**config.mk**
```make
export PLATFORM = sky130hd
export DESIGN_NAME = cbus_arbiter_flat
export DESIGN_NICKNAME = d
export VERILOG_FILES = /design/src/rtl/cbus_arbiter_if.sv /design/src/rtl/cbus_arbiter.sv /design/src/flat_wrapper.sv
export SDC_FILE = /design/constraint.sdc
export NUM_CORES = 1
export LEC_CHECK = 0
export BUFFER_PORTS_ARGS = -buffer_cell sky130_fd_sc_hd__buf_2
export CORE_AREA = 2 2 135 137
export DETAILED_ROUTE_END_ITERATION = 16
export DIE_AREA = 0 0 137 139
export PLACE_DENSITY = 0.39
export SYNTH_ARGS = -nofsm -noshare
export SYNTH_HDL_FRONTEND = slang
export SYNTH_SLANG_ARGS = --single-unit
```
**constraint.sdc**
```tcl
create_clock -name clk -period 2.1 [get_ports clk]
set_input_delay 0.105 -clock clk [delete_from_list [all_inputs] [get_ports clk]]
set_output_delay 0.105 -clock clk [all_outputs]
set_load 0.01 [all_outputs]
```
**src/rtl/cbus_arbiter_if.sv**
```systemverilog
// cbus request/response types and the bundled port interface of cbus_arbiter.
// master modport is the arbiter's view; slave modport is the caches/memory side.
package cbus_pkg;
   typedef struct packed {
      logic        valid;
      logic        is_write;
      logic [2:0]  size;
      logic [31:0] addr;
      logic [3:0]  strobe;
      logic [31:0] data;
      logic [7:0]  len;
   } cbus_req_t;

   typedef struct packed {
      logic        ready;
      logic        last;
      logic [31:0] data;
   } cbus_resp_t;
endpackage

interface cbus_arbiter_if #(parameter int NUM_REQ = 2);
   cbus_pkg::cbus_req_t  [NUM_REQ-1:0] ireqs;
   cbus_pkg::cbus_resp_t [NUM_REQ-1:0] iresps;
   cbus_pkg::cbus_req_t                oreq;
   cbus_pkg::cbus_resp_t               oresp;

   modport master (input ireqs, output iresps, output oreq, input oresp);
   modport slave  (output ireqs, input iresps, input oreq, output oresp);
endinterface

```
**src/rtl/cbus_arbiter.sv**
```systemverilog
// Burst-locking cbus arbiter: one upstream master owns the memory port until its last beat.
// Define CBUS_ARBITER_RR_EN for round-robin priority; otherwise lowest index wins.
module cbus_arbiter #(
   parameter int NUM_REQ = 2
) (
   input  logic           clk,
   input  logic           reset,
   cbus_arbiter_if.master bus
);
   localparam int SEL_W = (NUM_REQ > 1) ? $clog2(NUM_REQ) : 1;

   typedef enum logic {IDLE = 1'b0, BUSY = 1'b1} state_t;

   state_t           state_q, state_d;
   logic [SEL_W-1:0] sel_q, sel_d;
   logic [SEL_W-1:0] grant_idx;
   logic [SEL_W-1:0] cand_idx;
   logic             grant_found;
   logic             beat_done;
   logic             last_done;
`ifdef CBUS_ARBITER_RR_EN
   logic [SEL_W-1:0] last_sel_q, last_sel_d;
`endif

   // First valid requester in priority order; only consulted while IDLE.
   always_comb begin
      grant_found = 1'b0;
      grant_idx   = '0;
      cand_idx    = '0;
      for (int k = 0; k < NUM_REQ; k++) begin
`ifdef CBUS_ARBITER_RR_EN
         cand_idx = SEL_W'((int'(last_sel_q) + 1 + k) % NUM_REQ);
`else
         cand_idx = SEL_W'(k);
`endif
         if (!grant_found && bus.ireqs[cand_idx].valid) begin
            grant_found = 1'b1;
            grant_idx   = cand_idx;
         end
      end
   end

   // Zero-latency forwarding in both directions for the locked master.
   always_comb begin
      bus.oreq   = '0;
      bus.iresps = '0;
      if (state_q == BUSY) begin
         bus.oreq          = bus.ireqs[sel_q];
         bus.iresps[sel_q] = bus.oresp;
      end
   end

   assign beat_done = (state_q == BUSY) && bus.oreq.valid && bus.oresp.ready;
   assign last_done = beat_done && bus.oresp.last;

   always_comb begin
      state_d = state_q;
      sel_d   = sel_q;
`ifdef CBUS_ARBITER_RR_EN
      last_sel_d = last_sel_q;
`endif
      case (state_q)
         IDLE: begin
            if (grant_found) begin
               state_d = BUSY;
               sel_d   = grant_idx;
            end
         end
         BUSY: begin
            // A master that drops valid mid-burst cannot handshake, so the lock holds.
            if (last_done) begin
               state_d = IDLE;
`ifdef CBUS_ARBITER_RR_EN
               last_sel_d = sel_q;
`endif
            end
         end
         default: state_d = IDLE;
      endcase
   end

   always_ff @(posedge clk) begin
      if (reset) begin
         state_q <= IDLE;
         sel_q   <= '0;
`ifdef CBUS_ARBITER_RR_EN
         last_sel_q <= SEL_W'(NUM_REQ - 1);
`endif
      end else begin
         state_q <= state_d;
         sel_q   <= sel_d;
`ifdef CBUS_ARBITER_RR_EN
         last_sel_q <= last_sel_d;
`endif
      end
   end
endmodule
```
**src/flat_wrapper.sv**
```systemverilog
// flat-port wrapper written by rule: the top's interface ports become plain ports
module cbus_arbiter_flat 
#(
   parameter int NUM_REQ = 2
)
  (clk, reset, bus_ireqs, bus_iresps, bus_oreq, bus_oresp);
  cbus_arbiter_if #(.NUM_REQ(NUM_REQ)) bus_i ();
  input  logic clk;
  input  logic reset;
  input wire logic [$bits(bus_i.ireqs)-1:0] bus_ireqs;
  output wire logic [$bits(bus_i.iresps)-1:0] bus_iresps;
  output wire logic [$bits(bus_i.oreq)-1:0] bus_oreq;
  input wire logic [$bits(bus_i.oresp)-1:0] bus_oresp;
  assign bus_i.ireqs = bus_ireqs;
  assign bus_iresps = bus_i.iresps;
  assign bus_oreq = bus_i.oreq;
  assign bus_i.oresp = bus_oresp;
  cbus_arbiter #(.NUM_REQ(NUM_REQ)) u_core (.clk(clk), .reset(reset), .bus(bus_i));
endmodule
```
Word-level counts from Yosys, hierarchy flattened --
Index checks and enable logic that the tools add are counted.
Word-level totals: bits in registers 2, latch bits 0, RAM bits 0, bits in read-only memories 0, bits of input ports 198, output and inout bits 149, word-level logic and storage cells 25, memories 0
Operators by class: $add $sub $neg 0, $mul 0, divide/modulo/power cells 0, order comparisons 2, equality and inequality tests 0, shifts and indexed selects 0, mux-type cells 12, bitwise logic cells 2, reduce and logical (&&, ||, !) cells 7
Operators by type and width (number):
- $mux 81 | 3
- $and 68x68->68 | 1
- $mux 68 | 1
- $demux 34 s1 | 1
- $mux 34 | 1
- $logic_and 1x1->1 | 5
- $mux 1 | 5
- $lt 1x2->1 const B | 1
- $pmux 1 s2 | 1
- $reduce_and 2->1 | 1
- $ge 1x1->1 const B | 1
- $logic_not 1->1 | 1
- $not 1->1 | 1

Logic depth before layout (Yosys ltp) --
depth after elaboration 8, depth in mapped cells 5, mapped depth without buffers 2

Least setup slack after synthesis --
Ideal clock, no wire load.
kind reg-to-output, from reg u_core.state_q, to out bus_oreq[0], arrival 1.006 ns, data required time 1.995 ns, setup slack 0.989 ns, cell stages (with the launch flop) 6, path through dfxtp_1 > clkbuf_2 > inv_1 > buf_2 > buf_2 > nor2_1
Between the ends: cells in the longest elaborated chain, start to end 1
Ends and longest elaborated chain:
- start, declared | RTL line cbus_arbiter.sv:14 | state_t state_q, state_d;
- start signal, assigned | RTL line cbus_arbiter.sv:90 | state_q <= state_d;
- $mux 81 | RTL line cbus_arbiter.sv:47 | if (state_q == BUSY) begin
- end, declared | RTL line flat_wrapper.sv:12 | output wire logic [$bits(bus_i.oreq)-1:0] bus_oreq;
Every way passes these cells.

Worst setup path in the final report --
from reg u_core.sel_q, to out bus_oreq[54]
Between the ends: cells in the longest elaborated chain, start to end 3
Ends and longest elaborated chain:
- start, declared | RTL line cbus_arbiter.sv:15 | logic [SEL_W-1:0] sel_q, sel_d;
- start signal, assigned | RTL line cbus_arbiter.sv:91 | sel_q <= sel_d;
- $mux 81 (implied by the code) (2 in a row) | RTL line cbus_arbiter.sv:48 | bus.oreq = bus.ireqs[sel_q];
- $mux 81 | RTL line cbus_arbiter.sv:47
Every way passes these cells. The select of a mux whose other input is x is not followed.

==> results.yml <==
yosys:
  async_flop_share: 0
  avgSynthCellArea_um2: 6.75
  synth-edff-count: 0
  syn-num-nets: 468
  synth-seq-cells: 2
  syn_inst: 270
  synth-main-ff-cell: "sky130_fd_sc_hd__dfxtp_1"
  synth.lib_cells_used.distinct: 19
  share_of_the_yosys_chip_area_belonging_to_registers: 0.0220
  ys.warnings.count: 0
  post_synth_instance_area_mm2: 0.00182
worst_setup_path:
  cp.required_ns: 2.00
  rrSetupSlack_ns: 0.79
  crit_path_max_fanout: 32
  worstPathCellList: "buf_12, mux2i_1, nor2_1, buf_2"
  worst-r2r-cell-count: 2
  startpoint_type: "register"
  worst_path_largest_cell_delay_ns: 0.66
  critical_path.reg2reg.endpoint: "u_core.state_q"
  critical_path.reg2reg.startpoint: "u_core.sel_q"
  critPathSlowestCell: "sky130_fd_sc_hd__dfxtp_4"
  timing.setup.critical_path_class: "register to output port"
  worst_ep_arrival_time_ns: 1.61
  timing.critical_path.max_delay_family: "flip-flops"
  timing.critical_path.to_type: "output port"
  critical_path_buf_inv_count: 2
die:
  core_region_area_mm2: 0.0177
  die_h_um: 139
  die_width_um: 137
  rows: 49
  initial_core_util: 0.103
  fp.dieArea_mm2: 0.0190
  boundaryPins: 347
clock_network:
  clock_slew_seen_by_the_registers_of_the_worst_setup_and_hold_paths_ns: 0.03
  cts_hold_buf: 0
  h-tree-depth: 1
  clkSinkCount: 2
  cts_buffers: 3
  clock_insertion_delay_worst_skew_ns: 0.22
  cts_resized: 0
  clock_path_buffers: 2
  cts-root-buf: "sky130_fd_sc_hd__clkbuf_16"
  tritoncts: "built"
  postCtsSetupBuffers: 0
min_path:
  whs_path_cells: 2
  worst_hold_path_type: "input pin to register"
  hold_path_startpoint: "reset"
  holdPathEnd: "u_core.sel_q"
grt:
  global_route_total_overflow: 0
  grt_use_total: 0.0950
  antenna_violations_before_repair: 1
  grt_start_max_net_pins: 55
  vias_in_the_first_global_route: 2794
  grt_first_pass_wirelength_mm: 14.3
final_layout:
  fraction_of_final_layout_cells_with_drive_strength_greater_than_1: 0.606
  syn2layout_area_growth_pct: 112
  final_net_count: 803
  insertedDiodeCount: 0
sta:
  timing.final.crit_share: 0.818
  worst_slew_pin_slew_ns: 0.572
  maxClockFrequency_mhz: 582
  slew_headroom: 0.618
  setup-violations-final: 0
  timing.final.crit_period_ns: 1.72
  finalClockSkew_ns: 0.00112
  worst_hold_slack_ns: 0.0670
  timing_max_transition_violations_final: 0
  hold_viol_final: 0
  worst_slack_ns: 0.382
  grt_setup_unrepaired: "false"
  fin_tns_setup_ns: 0
run_status:
  status: "completed"
placed_design:
  port_buffers: 346
  detailedPlacementHpwl_mm: 8.70
  dpl_worst_slack_ns: 0.595
  gp_routability_congestion: 0.741
drt:
  drt-total-wl_mm: 10.2
  route.detailed.drc: 0
  vias_per_cell: 3.63
  ant_nets: 0
  detail_route.wl_per_cell_um: 12.2
  num_vias: 3026
  drt-initial-drc-count: 98
  firstDrtPassIters: 5
pwr:
  power.ir.vdd_worst_uv: 179
  power_density_mw_per_mm2: 301
  p_leak_nw: 2.36
job:
  max_cap_viol_count: 0
-- area by class of cell --
class,count,area (um2)
Sequential cell,2,43.8
Fill cell,2017,13800
Tap cell,229,287
Timing Repair Buffer,359,1850
Inverter,3,11.3
Clock buffer,4,78.8
Multi-Input combinational cell,236,1590
-- report_power, final --
part / leakage, nW / internal, mW / switching [mW]
clock: 0.0382 / 0.250 / 0.0456
sequential: 0.0173 / 0.0410 / 0.0194
combinational: 2.31 / 0.408 / 0.399
total: 2.36 / 0.699 / 0.464
-- cells in the mapped netlist, types with 2 or more instances --
| master | count | area share |
|---|---|---|
| sky130_fd_sc_hd__buf_6 | 2 | 0.012 |
| sky130_fd_sc_hd__and3_1 | 34 | 0.12 |
| sky130_fd_sc_hd__buf_2 | 9 | 0.025 |
| sky130_fd_sc_hd__buf_4 | 6 | 0.025 |
| sky130_fd_sc_hd__clkbuf_1 | 3 | 0.0062 |
| sky130_fd_sc_hd__dfxtp_1 | 2 | 0.022 |
| sky130_fd_sc_hd__clkbuf_2 | 7 | 0.019 |
| sky130_fd_sc_hd__and2_1 | 34 | 0.12 |
| sky130_fd_sc_hd__inv_1 | 3 | 0.0062 |
| sky130_fd_sc_hd__mux2i_1 | 81 | 0.44 |
| sky130_fd_sc_hd__nor2_1 | 81 | 0.17 |
-- routing by layer --
metal / part of all wire / track usage / vias to the layer above / wire length [um]
li1: - / - / 1573 / -
met1: 0.37 / 0.104 / 1276 / 3810
met3: 0.082 / 0.0227 / 6 / 832
met4: 0.0043 / 0.00922 / 2 / 44
met2: 0.54 / 0.187 / 169 / 5470
met5: 0.0013 / 0 / - / 13
-- cells by family after synthesis --
logic type / count (synthesis) / synth area share
AOI/OAI and AO/OA: 2 / 0.0137
buffers and inverters: 32 / 0.106
DFF: 2 / 0.0220
muxes: 81 / 0.445
and+or+nand+nor: 153 / 0.414
-- state kept, by name, indices dropped and copies added, names as in the netlist --
signal,count
u_core.sel_q,1
u_core.state_q,1
-- how the worst max path moves through the flow --
stage | start | to | slack (ns) | cells after the start
6_report | u_core.sel_q | bus_oreq[54] | 0.38 | 4
5_1_grt | u_core.sel_q | bus_oreq[34] | 0.28 | 4
4_1_cts | u_core.sel_q | bus_oreq[54] | 0.35 | 4
3_5_place_dp | u_core.sel_q | bus_oreq[66] | 0.59 | 4
3_3_place_gp | u_core.sel_q | bus_oreq[32] | 0.59 | 4
2_1_floorplan | u_core.state_q | bus_oreq[0] | 0.99 | 5
-- per-stage QoR --
step	cell area (um2)	total power, mW	util	cells
2_1_floorplan	1820	0.472	-	270
3_3_place_gp	3790	0.889	0.214	829
3_5_place_dp	3790	0.877	0.214	829
4_1_cts	3860	1.18	0.219	833
5_1_grt	3860	1.26	0.219	833
6_report	3860	1.16	0.219	833
-- placed cells by master, fill, tap and decap left out, drive strengths merged, types with 2 or more instances in the layout --
cell / n
buf: 359
dfxtp: 2
and2: 34
clkbuf: 4
inv: 3
nor2: 81
and3: 34
mux2i: 81
Note: power is estimated with default switching activity, not from simulation.
